### src/rtl/axi_lite_cmd_pkg.sv
// Shared types and constants for the AXI4-Lite command master.
package axi_lite_cmd_pkg;

  typedef enum logic [2:0] {
    IDLE    = 3'd0,
    WR      = 3'd1,
    WR_RESP = 3'd2,
    RD_ADDR = 3'd3,
    RD_DATA = 3'd4,
    DONE    = 3'd5
  } state_t;

  localparam logic [1:0] RESP_OKAY   = 2'b00;
  localparam logic [1:0] RESP_SLVERR = 2'b10;

  localparam int DEFAULT_TIMEOUT_CYCLES = 1024;

endpackage

### src/rtl/axi_lite_timeout_counter.sv
// Bus-hang watchdog: counts enabled cycles since the last clear and flags the final one.
module axi_lite_timeout_counter #(
  parameter int TIMEOUT_CYCLES = 1024
) (
  input  logic aclk,
  input  logic aresetn,
  input  logic clear,
  input  logic enable,
  output logic expired
);

  localparam int W = (TIMEOUT_CYCLES > 2) ? $clog2(TIMEOUT_CYCLES) : 1;
  localparam logic [W-1:0] LAST = W'(TIMEOUT_CYCLES - 1);

  logic [W-1:0] count;

  // Saturates at LAST so a stalled FSM never wraps back into a fresh window.
  always_ff @(posedge aclk or negedge aresetn) begin
    if (!aresetn) begin
      count <= '0;
    end else if (clear) begin
      count <= '0;
    end else if (enable && (count != LAST)) begin
      count <= count + 1'b1;
    end
  end

  assign expired = enable && (count == LAST);

endmodule

### src/rtl/axi_lite_cmd_master.sv
// Single-outstanding AXI4-Lite initiator driven by a valid/ready command port.
// Optional bus-hang abort is compiled in with AXI_LITE_CMD_MASTER_TIMEOUT_EN.
module axi_lite_cmd_master
  import axi_lite_cmd_pkg::*;
#(
  parameter int AXI_DATA_WIDTH = 32,
  parameter int AXI_ADDR_WIDTH = 16,
  parameter int TIMEOUT_CYCLES = DEFAULT_TIMEOUT_CYCLES
) (
  input  logic                        aclk,
  input  logic                        aresetn,
  input  logic                        cmd_valid,
  output logic                        cmd_ready,
  input  logic                        cmd_write,
  input  logic [AXI_ADDR_WIDTH-1:0]   cmd_addr,
  input  logic [AXI_DATA_WIDTH-1:0]   cmd_wdata,
  output logic                        rsp_valid,
  output logic [AXI_DATA_WIDTH-1:0]   rsp_rdata,
  output logic [1:0]                  rsp_resp,
  output logic                        rsp_timeout,
  output logic [AXI_ADDR_WIDTH-1:0]   m_axi_awaddr,
  output logic                        m_axi_awvalid,
  input  logic                        m_axi_awready,
  output logic [AXI_DATA_WIDTH-1:0]   m_axi_wdata,
  output logic [AXI_DATA_WIDTH/8-1:0] m_axi_wstrb,
  output logic                        m_axi_wvalid,
  input  logic                        m_axi_wready,
  input  logic [1:0]                  m_axi_bresp,
  input  logic                        m_axi_bvalid,
  output logic                        m_axi_bready,
  output logic [AXI_ADDR_WIDTH-1:0]   m_axi_araddr,
  output logic                        m_axi_arvalid,
  input  logic                        m_axi_arready,
  input  logic [AXI_DATA_WIDTH-1:0]   m_axi_rdata,
  input  logic [1:0]                  m_axi_rresp,
  input  logic                        m_axi_rvalid,
  output logic                        m_axi_rready,
  output logic [2:0]                  state_dbg
);

  // Handshakes: a transfer happens on a rising aclk edge where valid and ready are both 1;
  // a valid, once raised, holds with stable payload until its transfer (timeout abort excepted).
  // rsp_valid is a one-cycle strobe with no backpressure.

  state_t                      state, state_nxt;
  logic                        accept, abort, tmo_expired;
  logic                        aw_left, w_left;
  logic                        cmd_ready_nxt, rsp_valid_nxt, rsp_timeout_nxt;
  logic                        awvalid_nxt, wvalid_nxt, bready_nxt, arvalid_nxt, rready_nxt;
  logic [AXI_ADDR_WIDTH-1:0]   awaddr_nxt, araddr_nxt;
  logic [AXI_DATA_WIDTH-1:0]   wdata_nxt, rsp_rdata_nxt;
  logic [1:0]                  rsp_resp_nxt;

  assign accept      = cmd_valid && cmd_ready;
  assign m_axi_wstrb = '1;
  assign state_dbg   = state;

`ifdef AXI_LITE_CMD_MASTER_TIMEOUT_EN
  axi_lite_timeout_counter #(
    .TIMEOUT_CYCLES(TIMEOUT_CYCLES)
  ) u_timeout (
    .aclk    (aclk),
    .aresetn (aresetn),
    .clear   (accept),
    .enable  ((state != IDLE) && (state != DONE)),
    .expired (tmo_expired)
  );
`else
  logic unused_timeout_cfg;
  assign unused_timeout_cfg = ^TIMEOUT_CYCLES;
  assign tmo_expired        = 1'b0;
`endif

  always_comb begin
    state_nxt       = state;
    abort           = 1'b0;
    awvalid_nxt     = m_axi_awvalid;
    wvalid_nxt      = m_axi_wvalid;
    bready_nxt      = m_axi_bready;
    arvalid_nxt     = m_axi_arvalid;
    rready_nxt      = m_axi_rready;
    awaddr_nxt      = m_axi_awaddr;
    araddr_nxt      = m_axi_araddr;
    wdata_nxt       = m_axi_wdata;
    rsp_rdata_nxt   = rsp_rdata;
    rsp_resp_nxt    = rsp_resp;
    rsp_timeout_nxt = rsp_timeout;
    aw_left         = m_axi_awvalid && !m_axi_awready;
    w_left          = m_axi_wvalid && !m_axi_wready;

    unique case (state)
      IDLE: begin
        if (accept) begin
          if (cmd_write) begin
            state_nxt   = WR;
            awaddr_nxt  = cmd_addr;
            wdata_nxt   = cmd_wdata;
            awvalid_nxt = 1'b1;
            wvalid_nxt  = 1'b1;
          end else begin
            state_nxt   = RD_ADDR;
            araddr_nxt  = cmd_addr;
            arvalid_nxt = 1'b1;
          end
        end
      end
      WR: begin
        awvalid_nxt = aw_left;
        wvalid_nxt  = w_left;
        if (!aw_left && !w_left) begin
          state_nxt  = WR_RESP;
          bready_nxt = 1'b1;
        end else if (tmo_expired) begin
          abort = 1'b1;
        end
      end
      WR_RESP: begin
        if (m_axi_bvalid) begin
          state_nxt       = DONE;
          bready_nxt      = 1'b0;
          rsp_resp_nxt    = m_axi_bresp;
          rsp_rdata_nxt   = '0;
          rsp_timeout_nxt = 1'b0;
        end else if (tmo_expired) begin
          abort = 1'b1;
        end
      end
      RD_ADDR: begin
        if (m_axi_arready) begin
          state_nxt   = RD_DATA;
          arvalid_nxt = 1'b0;
          rready_nxt  = 1'b1;
        end else if (tmo_expired) begin
          abort = 1'b1;
        end
      end
      RD_DATA: begin
        if (m_axi_rvalid) begin
          state_nxt       = DONE;
          rready_nxt      = 1'b0;
          rsp_resp_nxt    = m_axi_rresp;
          rsp_rdata_nxt   = m_axi_rdata;
          rsp_timeout_nxt = 1'b0;
        end else if (tmo_expired) begin
          abort = 1'b1;
        end
      end
      DONE:    state_nxt = IDLE;
      default: state_nxt = IDLE;
    endcase

    // A completing handshake has already claimed the cycle, so abort only fires on a stall.
    if (abort) begin
      state_nxt       = DONE;
      awvalid_nxt     = 1'b0;
      wvalid_nxt      = 1'b0;
      bready_nxt      = 1'b0;
      arvalid_nxt     = 1'b0;
      rready_nxt      = 1'b0;
      rsp_resp_nxt    = RESP_SLVERR;
      rsp_rdata_nxt   = '0;
      rsp_timeout_nxt = 1'b1;
    end

    cmd_ready_nxt = (state_nxt == IDLE);
    rsp_valid_nxt = (state_nxt == DONE);
  end

  always_ff @(posedge aclk or negedge aresetn) begin
    if (!aresetn) begin
      state         <= IDLE;
      cmd_ready     <= 1'b0;
      rsp_valid     <= 1'b0;
      rsp_rdata     <= '0;
      rsp_resp      <= RESP_OKAY;
      rsp_timeout   <= 1'b0;
      m_axi_awaddr  <= '0;
      m_axi_awvalid <= 1'b0;
      m_axi_wdata   <= '0;
      m_axi_wvalid  <= 1'b0;
      m_axi_bready  <= 1'b0;
      m_axi_araddr  <= '0;
      m_axi_arvalid <= 1'b0;
      m_axi_rready  <= 1'b0;
    end else begin
      state         <= state_nxt;
      cmd_ready     <= cmd_ready_nxt;
      rsp_valid     <= rsp_valid_nxt;
      rsp_rdata     <= rsp_rdata_nxt;
      rsp_resp      <= rsp_resp_nxt;
      rsp_timeout   <= rsp_timeout_nxt;
      m_axi_awaddr  <= awaddr_nxt;
      m_axi_awvalid <= awvalid_nxt;
      m_axi_wdata   <= wdata_nxt;
      m_axi_wvalid  <= wvalid_nxt;
      m_axi_bready  <= bready_nxt;
      m_axi_araddr  <= araddr_nxt;
      m_axi_arvalid <= arvalid_nxt;
      m_axi_rready  <= rready_nxt;
    end
  end

endmodule

### config.mk
export PLATFORM = sky130hd
export DESIGN_NAME = axi_lite_cmd_master
export DESIGN_NICKNAME = d
export VERILOG_FILES = /design/src/rtl/axi_lite_cmd_pkg.sv /design/src/rtl/axi_lite_timeout_counter.sv /design/src/rtl/axi_lite_cmd_master.sv
export SDC_FILE = /design/constraint.sdc
export NUM_CORES = 1
export LEC_CHECK = 0
export BUFFER_PORTS_ARGS = -buffer_cell sky130_fd_sc_hd__buf_2
export CORE_ASPECT_RATIO = 0.75
export CORE_UTILIZATION = 40
export CTS_BUF_LIST = sky130_fd_sc_hd__clkbuf_2
export DETAILED_ROUTE_END_ITERATION = 10
export PLACE_DENSITY = 0.7
export RECOVER_POWER = 100
export SYNTH_ARGS = -nofsm -noshare
export SYNTH_HDL_FRONTEND = slang
export SYNTH_SLANG_ARGS = --single-unit
### constraint.sdc
create_clock -name aclk -period 2.2 [get_ports aclk]
set_clock_uncertainty 0.15 [all_clocks]
set_input_delay 0.44 -clock aclk [delete_from_list [all_inputs] [get_ports aclk]]
set_output_delay 0.44 -clock aclk [all_outputs]
set_load 0.01 [all_outputs]
==> metrics.md, run 1 <==
| Metric | Value |
|---|---|
| Setup TNS | `0 ns` |
| Clock tree root buffer cell | `clkbuf_2` |
| Worst-Margin Slew | `0.918 ns` |
| Arrival @ worst endpoint | `1.44 ns` |
| Final setup viols | `0` |
| Max VDD drop | `0.000623 V` |
| Outcome | `finished, final reports clean` |
| RSZ-0062 raised after global routing | `false` |
| Layout cells sized above 1 | `26.9%` |
| Hold wc startpoint | `m_axi_arready` |
| Setup crit end kind | `output pin` |
| Post-synthesis average cell area | `13.6 sq um` |
| Via/cell ratio | `4.59` |
| Max cap viols | `0` |
| Detail Route Antenna Nets | `0` |
| Fin crit share | `92.3%` |
| Initial antenna violation count | `0` |
| Initial Util | `41.3%` |
| Crit start category | `register` |
| H-tree lvl count | `3` |
| Grt total ovfl | `0` |
| CP max FO | `11` |
| Synth warn | `0` |
| Vias in the first global route | `3786` |
| Rel. slew slack | `38.8%` |
| Hold Path Class | `primary input to register` |
| Seq/Total Area, Yosys | `59.9%` |
| Pin count of the biggest net entering global routing | `49` |
| Crit path time final | `2.03 ns` |
| Worst Hold End | `m_axi_arvalid` |
| IO Pins | `206` |
| P per Cell Area | `1190 mW/mm^2` |
| RD Place Congestion | `0.760` |
| Core area | `0.0109 sq mm` |
| Post-Syn Area | `0.00452 sq mm` |
| Hold Vio Cnt, Final | `0` |
| Via count | `3542` |
| Layout Nets | `720` |
| Iteration-0 DRC Markers | `81` |
| Drt wl/cell | `15.1 um` |
| Leak Pwr | `2.92 nW` |
| Reg2Reg Depth | `5` |
| TritonCTS Buffers | `9` |
| Drt pass-1 iters | `4` |
| All-Layer GR Usage | `20.4%` |
| Reg2reg end | `rsp_rdata[2]` |
| CTS tree | `done` |
| Count of cell types in the netlist | `32` |
| Hold_ws | `0.0459 ns` |
| Hpwl dp | `7.66 mm` |
| R2R setup slack | `0.19 ns` |
| N_diodes | `0` |
| Port Buffers | `200` |
| Worst-path clk slew | `0.28 ns` |
| Die X | `125 um` |
| Residual DRC | `0` |
| Cell area after layout | `0.00649 sq mm` |
| Rows | `33` |
| P&R area growth vs syn | `43.8%` |
| Cells after Synth | `333` |
| Reg-to-reg startpoint | `state_dbg[0]` |
| Fin. max-slew vios | `0` |
| Clock Path Buffers | `2` |
| DRT Wirelength | `11.7 mm` |
| Fmax | `492 MHz` |
| #FFs+latches synth | `108` |
| Global-route wire length before repair | `18.6 mm` |
| Die area | `0.0117 sq mm` |
| Worst Path Required | `1.61 ns` |
| Area post-placement | `0.00574 sq mm` |
| Die height | `94.0 um` |
| CP Class | `register to output pin` |
| Fin util | `59.3%` |
| Sink Count | `108` |
| Worst skew pair latency | `0.59 ns` |
| Worst hold path depth | `3` |
-- where the power goes --
part	switching (mW)	total (mW)	internal [mW]
clock network	0.660	0.916	0.256
logic	1.83	3.35	1.53
registers	0.548	3.48	2.93
-- layer usage --
layer | vias to the layer above | wire length [um] | GRT usage [%]
met3 | 12 | 789 | 7.00
li1 | 1678 | - | -
met1 | 1706 | 4840 | 24.1
met2 | 146 | 5890 | 35.7
met5 | - | 0 | 0
met4 | 0 | 166 | 5.42
-- layout make-up --
| cell class | count | area, sq um |
|---|---|---|
| fillers | 963 | 4450 |
| repair buffers | 301 | 1880 |
| flip-flops and latches | 108 | 2700 |
| clock inverters | 7 | 66.3 |
| well taps | 140 | 175 |
| multi-input cells | 173 | 1500 |
| clock buffers | 9 | 45.0 |
| inverters | 34 | 128 |
-- worst max-delay path: stages (launching register included) --
cell and delay, ns:
dfrtp_1 0.45, buf_4 0.20, clkbuf_1 0.23
-- registers in the layout (all words and copies together), names as in the netlist --
name and count:
m_axi_wvalid 1, m_axi_araddr 16, state_dbg 3, rsp_resp 2, m_axi_wdata 32, rsp_valid 1
m_axi_bready 1, m_axi_awaddr 16, m_axi_arvalid 1, rsp_rdata 32, m_axi_awvalid 1, m_axi_rready 1
cmd_ready 1
-- cells by family after synthesis --
| logic type | share of synthesized area [%] |
|---|---|
| simple gates | 5.85 |
| other cells | 0.166 |
| compound gates | 2.41 |
| mux | 25.9 |
| flops | 59.9 |
| buf+inv | 5.60 |
| xor+xnor | 0.194 |
-- placed cells by master, fill, tap and decap left out, types with 2 or more instances in the layout --
cell type	instances
clkinv_1	2
inv_1	34
dfrtp_1	108
clkbuf_4	2
nor2b_1	2
clkinvlp_4	2
dlygate4sd3_1	91
clkbuf_2	11
mux2_1	20
clkbuf_1	106
a31oi_1	3
mux2i_1	33
conb_1	5
o21ai_0	3
mux2_2	48
nand2b_1	4
buf_12	2
a21oi_1	4
buf_2	93
nand3b_1	2
nand2_1	34
buf_4	5
-- synth_stat cells, drive strengths merged --
| master | instances | area share, % |
|---|---|---|
| a211o | 1 | 0.19 |
| conb | 2 | 0.17 |
| mux2 | 68 | 19 |
| nor4b | 1 | 0.53 |
| o21ai | 3 | 0.33 |
| inv | 34 | 2.8 |
| nand2 | 34 | 2.8 |
| nor2b | 2 | 0.28 |
| a32oi | 1 | 0.19 |
| a311oi | 1 | 0.19 |
| nand2b | 4 | 0.55 |
| and2 | 1 | 0.14 |
| a31oi | 3 | 0.42 |
| buf | 16 | 2.4 |
| nor3b | 2 | 0.44 |
| mux2i | 33 | 7.3 |
| nand3b | 3 | 0.78 |
| a21oi | 5 | 0.55 |
| nor2 | 1 | 0.083 |
| clkbuf | 5 | 0.42 |
| xnor2 | 1 | 0.19 |
| o2bb2ai | 1 | 0.19 |
| nand3 | 1 | 0.22 |
| o31ai | 1 | 0.17 |
| a22oi | 1 | 0.17 |
| dfrtp | 108 | 60 |
-- per-stage QoR --
stage | power (mW) | std cells | setup WS [ns]
detailed placement | 7.17 | 665 | 0.384
CTS | 8.24 | 770 | 0.110
finish | 7.75 | 772 | 0.169
floorplan | 5.57 | 336 | 0.276
global route | 8.28 | 772 | 0.0517
global placement | 7.03 | 665 | 0.436
-- how the worst max path moves through the flow --
stage | end | start | depth (start not counted)
floorplan | m_axi_awaddr[10] | state_dbg[2] | 5
global placement | m_axi_wdata[12] | state_dbg[2] | 5
detailed placement | rsp_rdata[31] | state_dbg[1] | 5
CTS | state_dbg[0] | state_dbg[0] | 2
global route | state_dbg[1] | state_dbg[1] | 2
finish | state_dbg[1] | state_dbg[1] | 2
-- what timing repair did --
action / in CTS / in global routing
hold buffers: 89 / 2
gates resized for setup: 0 / 0
endpoints found under the hold margin: 154 / 2
buffers inserted: 0 / 0
No activity file was read; power rests on OpenSTA's default activity.
==> run 2, diff against run 1 <==
--- a/config.mk
+++ b/config.mk
@@ -6,7 +6,6 @@
 export NUM_CORES = 1
 export LEC_CHECK = 0
 export BUFFER_PORTS_ARGS = -buffer_cell sky130_fd_sc_hd__buf_2
-export CORE_ASPECT_RATIO = 0.75
 export CORE_UTILIZATION = 40
 export CTS_BUF_LIST = sky130_fd_sc_hd__clkbuf_2
 export DETAILED_ROUTE_END_ITERATION = 10
==> metrics.md, run 2 (synthesis results as in run 1) <==
| Metric | Value |
|---|---|
| CTS resizes | `0 (unchanged)` |
| Placed cells | `668 (+0.45%)` |
| IO Pins | `206 (unchanged)` |
| CP max FO | `11 (unchanged)` |
| TritonCTS Buffers | `9 (unchanged)` |
| Iteration-0 DRC Markers | `144 (+78%)` |
| Fmax | `488 MHz (-0.89%)` |
| Rows | `38 (+15%)` |
| Core area | `0.0109 sq mm (about the same)` |
| Worst skew pair latency | `0.59 ns (about the same)` |
| Hpwl dp | `7.57 mm (-1.2%)` |
| Fin util | `59.7% (+0.35 points)` |
| Setup ws final | `0.150 ns (-0.0182 ns)` |
| Crit start category | `register` |
| Worst Path Required | `1.61 ns (about the same)` |
| Crit path time final | `2.05 ns (+0.0182 ns)` |
| CTS tree | `done` |
| DRT Wirelength | `11.3 mm (-3.2%)` |
| CP top delay family | `flip-flops` |
| Hold Vio Cnt, Final | `0 (unchanged)` |
| P&R area growth vs syn | `44.6%` |
| Grt total ovfl | `0 (unchanged)` |
| Commonest non-fill, non-tap cell in the layout | `dfrtp_1` |
| Hold Path Class | `primary input to register` |
| N_diodes | `0 (unchanged)` |
| Initial Util | `41.3% (about the same)` |
| Pre-CTS WS | `0.311 ns (-0.0730 ns)` |
| Clock tree root buffer cell | `clkbuf_2` |
| Drt wl/cell | `14.5 um (-3.8%)` |
| Layout Nets | `725 (+0.69%)` |
| Initial antenna violation count | `0 (unchanged)` |
| Die area | `0.0117 sq mm (about the same)` |
| Setup TNS | `0 ns (unchanged)` |
| CP peak stage delay | `0.46 ns (about the same)` |
| P per Cell Area | `1190 mW/mm^2 (-0.66%)` |
| Max cap viols | `0 (unchanged)` |
| Die X | `108 um (-13%)` |
| Residual DRC | `0 (unchanged)` |
| Worst-Margin Slew | `1.44 ns (+0.527 ns)` |
| Setup crit end kind | `output pin` |
| Port Buffers | `200 (unchanged)` |
| Buf/Inv on CP | `2 (unchanged)` |
| Drt pass-1 iters | `4 (unchanged)` |
| Max VDD drop | `0.000615 V (-1.3%)` |
| Rel. slew slack | `3.68% (-35 points)` |
| Layout cells sized above 1 | `27.6% (+0.73 points)` |
| Leak Pwr | `2.96 nW (+1.4%)` |
| Fin. max-slew vios | `0 (unchanged)` |
| Detail Route Antenna Nets | `0 (unchanged)` |
| Sink Count | `108 (unchanged)` |
| CP Class | `register to output pin` |
| Via count | `3549 (+0.20%)` |
| Worst-path clk slew | `0.27 ns (about the same)` |
| Finished Layout Cells | `777 (+0.65%)` |
| Tot Pwr | `7.74 mW (-0.13%)` |
| Die height | `108 um (+15%)` |
| Critical path, cell by cell | `buf_4 -> clkbuf_1` |
| Clock Path Buffers | `2 (unchanged)` |
| Global-route wire length before repair | `17.7 mm (-5.1%)` |
| Final setup viols | `0 (unchanged)` |
| RSZ-0062 raised after global routing | `false` |
| Pin count of the biggest net entering global routing | `109 (+120%)` |
| Vias in the first global route | `3643 (-3.8%)` |
| Biggest regs | `m_axi_wdata x32, rsp_rdata x32` |
| RD Place Congestion | `0.720 (-5.3%)` |
| Via/cell ratio | `4.57 (-0.45%)` |
| Outcome | `finished, final reports clean` |
| All-Layer GR Usage | `19.8% (-0.61 points)` |
| Arrival @ worst endpoint | `1.46 ns (+0.02 ns)` |
| H-tree lvl count | `3 (unchanged)` |
| Most frequent cells in the layout | `dfrtp_1, clkbuf_1, dlygate4sd3_1` |
| Crit path max-delay cell type | `dfrtp_1` |
| Fin crit share | `93.2% (+0.83 points)` |
run 2: changes by cell type in the layout (fill, tap and decap cells not counted), sizes merged:
cell / delta
inv: -1
clkbuf: +4
buf: +1
dlygate4sd3: +2
clkinvlp: -1
run 2: routing by layer:
metal	vias to the layer above	GRT usage (%)	part of all wire (%)
li1	1686	-	-
met1	1716	23.2	40
met2	128	32.9	50
met3	19	7.78	7.4
met4	0	7.14	2.3
met5	-	0	0
run 2: through the flow:
stage | hold WS (ns) | area, sq um
2_1_floorplan | -0.00559 | 4530
3_3_place_gp | 0.333 | 5720
3_5_place_dp | 0.338 | 5720
4_1_cts | 0.0109 | 6750
5_1_grt | 0.210 | 6530
6_report | 0.284 | 6530
run 2: report_power, final:
part / leakage, nW / internal (mW) / switching, mW / total [mW]
logic: 1.53 / 1.55 / 1.84 / 3.39
clock network: 0.0717 / 0.265 / 0.622 / 0.888
registers: 1.35 / 2.93 / 0.529 / 3.46
total: 2.96 / 4.75 / 2.99 / 7.74
run 2: worst register-to-register path, cell delays in order, from the launching register on:
cell	delay, ns
dfrtp_1	0.47
buf_4	0.19
nand3b_1	0.18
a21oi_2	0.50
buf_12	0.25
mux2i_1	0.22
run 2: path summary, 6_finish.rpt:
kind | start | end | slack, ns | cells after the start
hold / removal | cmd_write | m_axi_arvalid | 0.28 | 3
hold reg to reg | m_axi_wdata[11] | m_axi_wdata[11] | 0.37 | 1
setup reg to reg | state_dbg[2] | rsp_rdata[4] | 0.15 | 5
min in group asynchronous | aresetn | rsp_rdata[23] | 0.67 | 3
max in group asynchronous | aresetn | m_axi_wdata[31] | 0.32 | 3
setup / recovery | state_dbg[0] | state_dbg[0] | 0.15 | 2
run 2: area by class of cell:
type	instances	area [sq um]
clock inverters	5	52.6
clock buffers	11	55.1
repair buffers	306	1910
fillers	985	4410
inverters	34	128
flip-flops and latches	108	2700
well taps	140	175
multi-input cells	173	1510
run 2: what timing repair did:
item,CTS,global route
hold buffers,92,1
endpoints found under the hold margin,213,1
setup buffers,0,0
